## config.mk

```make
export PLATFORM = sky130hd
export DESIGN_NAME = fir_ts_ctrl
export DESIGN_NICKNAME = d
export VERILOG_FILES = /design/src/rtl/fir_ts_ctrl.sv
export SDC_FILE = /design/constraint.sdc
export NUM_CORES = 2
export LEC_CHECK = 0
export ABC_AREA = 1
export CAP_MARGIN = 20
export CORE_MARGIN = 1.5
export CORE_UTILIZATION = 55
export DETAILED_ROUTE_END_ITERATION = 12
export HOLD_SLACK_MARGIN = 0.03
export PLACE_DENSITY = 0.73
export REMOVE_ABC_BUFFERS = 1
export SKIP_LAST_GASP = 1
export SYNTH_ARGS = -nofsm -noshare
export SYNTH_HDL_FRONTEND = slang
export SYNTH_SLANG_ARGS = --single-unit
```

## constraint.sdc

```tcl
create_clock -name sys_clk -period 2 [get_ports sys_clk]
set_input_delay 0.2 -clock sys_clk [delete_from_list [all_inputs] [get_ports sys_clk]]
set_output_delay 0.2 -clock sys_clk [all_outputs]
set_load 0.05 [all_outputs]
```

## src/rtl/fir_ts_ctrl.sv

```systemverilog
// Sequencer and double-buffered coefficient manager for the 4:1 time-shared symmetric FIR.
// Generates phase/sample/symbol strobes and swaps the tap banks atomically on a sample boundary.
module fir_ts_ctrl #(
  parameter int WIDTH  = 18,
  parameter int NCOEF  = 51,
  parameter int PHASES = 4,
  parameter int SPS    = 4,
  parameter int AW     = 6
) (
  input  logic                    sys_clk,
  input  logic                    reset_n,
  input  logic                    enable,
  input  logic                    coef_wr_valid,
  output logic                    coef_wr_ready,
  input  logic [AW-1:0]           coef_wr_addr,
  input  logic signed [WIDTH-1:0] coef_wr_data,
  input  logic                    coef_commit,
  output logic                    commit_done,
  output logic                    wr_err,
  input  logic                    err_clr,
  input  logic [AW-1:0]           coef_rd_addr,
  output logic signed [WIDTH-1:0] coef_rd_data,
  output logic [1:0]              phase,
  output logic                    sam_clk_en,
  output logic                    sym_clk_en,
  output logic                    bank_sel
);

  localparam int SW = (SPS > 1) ? $clog2(SPS) : 1;
  localparam logic [1:0]    PHASE_LAST = 2'(PHASES - 1);
  localparam logic [SW-1:0] SAM_LAST   = SW'(SPS - 1);
  localparam logic [AW:0]   NCOEF_LIM  = (AW + 1)'(NCOEF);

  typedef enum logic [1:0] {IDLE, LOAD, PENDING} loadState_e;

  logic [1:0]    phase_q, phase_d;
  logic [SW-1:0] samCnt_q, samCnt_d;
  logic          bankSel_q, bankSel_d;
  logic          commitDone_q, commitDone_d;
  logic          wrErr_q, wrErr_d;
  loadState_e    state_q, state_d;

  logic signed [WIDTH-1:0] bank0_q [NCOEF];
  logic signed [WIDTH-1:0] bank1_q [NCOEF];

  logic wrAccept, wrAddrOk, rdAddrOk, commitAccept, swapGo;

  assign wrAddrOk     = {1'b0, coef_wr_addr} < NCOEF_LIM;
  assign rdAddrOk     = {1'b0, coef_rd_addr} < NCOEF_LIM;
  assign wrAccept     = coef_wr_valid && coef_wr_ready;
  assign commitAccept = coef_commit && coef_wr_ready;

  assign sam_clk_en = enable && (phase_q == PHASE_LAST);
  assign sym_clk_en = sam_clk_en && (samCnt_q == SAM_LAST);

  always_comb begin
    phase_d      = phase_q;
    samCnt_d     = samCnt_q;
    bankSel_d    = bankSel_q;
    commitDone_d = swapGo;
    wrErr_d      = wrErr_q;
    if (enable) begin
      phase_d = (phase_q == PHASE_LAST) ? 2'd0 : phase_q + 2'd1;
    end
    if (sam_clk_en) begin
      samCnt_d = (samCnt_q == SAM_LAST) ? '0 : samCnt_q + SW'(1);
    end
    if (swapGo) begin
      bankSel_d = ~bankSel_q;
    end
    // A bad write in the same cycle as err_clr keeps the flag set.
    if (wrAccept && !wrAddrOk) begin
      wrErr_d = 1'b1;
    end else if (err_clr) begin
      wrErr_d = 1'b0;
    end
  end

  always_ff @(posedge sys_clk or negedge reset_n) begin
    if (!reset_n) begin
      phase_q      <= '0;
      samCnt_q     <= '0;
      bankSel_q    <= 1'b0;
      commitDone_q <= 1'b0;
      wrErr_q      <= 1'b0;
    end else begin
      phase_q      <= phase_d;
      samCnt_q     <= samCnt_d;
      bankSel_q    <= bankSel_d;
      commitDone_q <= commitDone_d;
      wrErr_q      <= wrErr_d;
    end
  end

  // Writes always target the bank that is not currently being read.
  always_ff @(posedge sys_clk or negedge reset_n) begin
    if (!reset_n) begin
      for (int i = 0; i < NCOEF; i++) begin
        bank0_q[i] <= '0;
        bank1_q[i] <= '0;
      end
    end else if (wrAccept && wrAddrOk) begin
      if (bankSel_q) begin
        bank0_q[coef_wr_addr] <= coef_wr_data;
      end else begin
        bank1_q[coef_wr_addr] <= coef_wr_data;
      end
    end
  end

  always_ff @(posedge sys_clk or negedge reset_n) begin
    if (!reset_n) begin
      state_q <= IDLE;
    end else begin
      state_q <= state_d;
    end
  end

  always_comb begin
    state_d = state_q;
    unique case (state_q)
      IDLE: begin
        if (commitAccept) begin
          state_d = PENDING;
        end else if (wrAccept) begin
          state_d = LOAD;
        end
      end
      LOAD: begin
        if (commitAccept) begin
          state_d = PENDING;
        end
      end
      PENDING: begin
        if (sam_clk_en) begin
          state_d = IDLE;
        end
      end
      default: state_d = IDLE;
    endcase
  end

  always_comb begin
    coef_wr_ready = (state_q != PENDING);
    swapGo        = (state_q == PENDING) && sam_clk_en;
  end

  always_comb begin
    coef_rd_data = '0;
    if (rdAddrOk) begin
      coef_rd_data = bankSel_q ? bank1_q[coef_rd_addr] : bank0_q[coef_rd_addr];
    end
  end

  assign phase       = phase_q;
  assign bank_sel    = bankSel_q;
  assign commit_done = commitDone_q;
  assign wr_err      = wrErr_q;

endmodule

```

==> results by group <==
Die
  – FP Rows: 144
  – Die outline height: 398.0 um
  – Die X: 398.0 um
  – Core Box Area: 154600 um^2
  – Full die area: 158400 um^2
  – Initial Util: 0.5552
  – Num ports: 62

Finish
  – FILL cells: 12470
  – Design Area, Final: 102400 um^2
  – Area of the multi-input gates: 35300 um^2
  – Total Nets Final: 10990
  – Final core occ: 0.6622
  – Share of layout cells above drive strength 1: 0.1448
  – Register Area: 46170 um^2
  – Fin cells: 13160
  – P&R area growth vs syn: 19.26%

Drt
  – Drt drc: 0
  – Post-route ant nets: 0
  – Detailed Routing Iterations Pass 1: 8
  – Vias: 77580
  – DRT iter0 DRCs: 9584
  – Final wirelength: 286900 um
  – Vias/cell: 5.896
  – Post-DR wirelength/cell: 21.81 um

Worst setup path
  – Nature of the critical path startpoint: register
  – Crit. End Element: output port
  – CP Class: register to output port
  – Crit path max-delay family: simple AND/OR/NAND/NOR gates
  – CP peak stage delay: 0.38 ns
  – Worst EP required: 1.80 ns
  – Most used cell, CP: nand2_1
  – Worst path slowest cell: dfrtp_1
  – Reg2Reg Setup Slack: 0.01 ns
  – Critical Path Fanout Max: 2
  – Worst path cell trace: inv_1 > nand2_1 > nand3_1 > nand3_1 > nand2_1 > nand2_1 > nor2_2 > nand2_1 > nand2_2 > nand2_2 > nand3_4 > nand2_4 > buf_12
  – CP Buf/Inv Count: 2
  – WP data arrival: 2.60 ns

Timing
  – Post-route setup slack: -0.7968 ns
  – Final worst-path cycle share: 1.398
  – Fmax achieved: 357.6 MHz
  – Worst-margin pin slew: 0.5885 ns
  – Setup violators final: 18
  – Clk_skew: 0.02069 ns
  – Hold slack: 0.1272 ns
  – Hold Fails Final Rpt: 0
  – Final Critical Period: 2.797 ns
  – Worst relative slew slack: 0.6077
  – Setup_tns: -12.49 ns
  – Setup repair after global routing missed its margin: true
  – Slew Viols, Final: 0

Logic synthesis
  – Flops & latches, synth: 1845
  – Syn_area_per_cell: 7.911 um^2
  – Yosys cell types: 36
  – Post-Synthesis Cells: 10850
  – Ys Warns: 0
  – Sequential area share after synthesis: 0.5379
  – Cell Area, Synth: 85830 um^2

Pwr
  – Power Total: 96.41 mW
  – VDD IR max: 0.0008888 V
  – Net Sw Frac: 0.2876
  – Combinational Power Share: 0.162
  – P_int: 68.68 mW
  – Fraction of power consumed by sequential logic: 0.451
  – Leakage: 47.95 nW
  – Switching Power: 27.73 mW
  – Power share of the clock group: 0.387
  – PD cells: 941.9 nW/um^2

Global routing
  – First-pass GRT wire length: 441200 um
  – Grt total ovfl: 0
  – Initial antenna violation count: 5
  – GRT Total Usage: 0.3606
  – Largest net degree at the start of global routing: 73
  – Vias in the first global route: 74680

Clock network
  – TritonCTS clock tree: built
  – Worst-Skew Late Latency: 0.85 ns
  – Maximum clock path buffer count: 3
  – CTS HTree Levels: 4
  – Total CTS buffers: 192
  – Number of sinks driven by the clock tree: 1845
  – Clock root cell: clkbuf_16
  – Clk pin slew, worst setup/hold paths: 0.06 ns

Placed design
  – Quantity of I/O buffers inserted on ports: 61
  – Cell Area, Placed: 93200 um^2
  – DP Cell Count: 12740
  – Setup WS pre-CTS: -1.084 ns
  – Final HPWL DP: 178600 um
  – Routability cong.: 0.9592

Run status
  – Status: finished, violations left
  – Violated checks: negative setup slack

Job
  – Maxcap violations: 0

Hold path
  – Worst min path class: input pin to register
==> metal layers <==
| metal | global-route usage | part of all wire |
|---|---|---|
| met5 | 0 | 0.000042 |
| met4 | 0.1910 | 0.058 |
| met3 | 0.06910 | 0.11 |
| met2 | 0.5461 | 0.44 |
| met1 | 0.4933 | 0.39 |
==> final timing paths <==
path,to,from,depth (start not counted)
max in group asynchronous,bank1_q[350]$_DFFE_PN0P_,reset_n,4
setup reg to reg,bank1_q[811]$_DFFE_PN0P_,state_q[1]$_DFFE_PN0P_,12
hold reg to reg,bank1_q[899]$_DFFE_PN0P_,bank1_q[899]$_DFFE_PN0P_,2
setup / recovery,coef_rd_data[6],bank0_q[528]$_DFFE_PN0P_,13
min in group asynchronous,bank0_q[228]$_DFFE_PN0P_,reset_n,3
hold / removal,bank0_q[706]$_DFFE_PN0P_,coef_wr_data[4],3
==> synth_stat cells (all sizes together) <==
cell | instances | share of area
clkbuf | 450 | 0.020
o31ai | 1 | 0.00025
nand4 | 188 | 0.014
a211oi | 2 | 0.00017
a2bb2oi | 18 | 0.0018
o32ai | 1 | 0.00010
nand3b | 6 | 0.00052
nor2 | 937 | 0.042
mux2 | 1 | 0.00013
dfrtp | 1845 | 0.54
or2 | 58 | 0.0042
o211ai | 11 | 0.00096
o22ai | 1 | 0.000073
o21a | 1 | 0.000088
ha | 2 | 0.00029
inv | 508 | 0.022
nand2 | 3777 | 0.17
nand3 | 396 | 0.023
xor2 | 1 | 0.00010
a21oi | 185 | 0.011
clkinv | 1 | 0.000044
buf | 406 | 0.031
o21ai | 2053 | 0.12
==> worst min-delay path: stages <==
cell and delay (ns):
clkdlybuf4s50_1 0.45, inv_4 0.16, o21ai_0 0.11
==> cells in the final DEF, fill, tap and decap left out, types with 180 or more instances in the layout <==
cell type	instances
dfrtp_1	1844
o21ai_0	1944
nor2_1	900
buf_4	406
nand2_2	180
nand4_1	188
buf_12	294
inv_1	465
nand3_1	292
clkbuf_16	198
nand2_1	3479
==> flip-flops by register name, summed over array words and instances, names as in the netlist <==
| name | count |
|---|---|
| state_q | 2 |
| phase | 2 |
| samCnt_q | 2 |
| bank1_q | 918 |
| bank0_q | 918 |
| commit_done | 1 |
| wr_err | 1 |
| bank_sel | 1 |
==> timing repair <==
item / 4_1_cts / 5_1_grt
endpoints found under the hold margin: 1201 / 0
gates cloned: 0 / 11
hold buffers: 7 / 0
setup buffers: 15 / 26
resized for setup: 364 / 169
pin swaps: 114 / 129
endpoints found under the setup margin: 73 / 253
==> power groups by stage <==
stage / registers [mW] / clock network [mW] / logic, mW
finish: 43.4 / 37.3 / 15.6
CTS: 43.4 / 37.5 / 14.8
global route: 43.9 / 39.1 / 17.1
floorplan: 43.6 / 0 / 7.28
global placement: 43.8 / 0 / 13.6
detailed placement: 44.0 / 0 / 13.9
==> logic make-up (layout without fill, tap and decap cells) <==
logic type / count (synthesis) / count (layout) / synth area share
AO/OA/AOI/OAI: 2273 / 2273 / 0.1340
XOR/XNOR: 1 / 1 / 0.0001021
adder cells (fa/ha/maj): 2 / 2 / 0.0002915
buffers and inverters: 1365 / 1625 / 0.07333
flip-flops: 1845 / 1845 / 0.5379
multiplexers: 1 / 1 / 0.0001312
other: 0 / 2 / 0
AND/OR/NAND/NOR: 5362 / 5365 / 0.2542
==> layout make-up <==
class                           instances  share of cell area
Clock inverter                         83             0.01011
Inverter                              509             0.01945
Sequential cell                      1845              0.4511
Timing Repair Buffer                  760             0.09502
Multi-Input combinational cell       7642              0.3448
Antenna cell                            2          0.00004889
Clock buffer                          273             0.05450
Tap cell                             2044             0.02498
No activity file was read; power rests on OpenSTA's default activity.
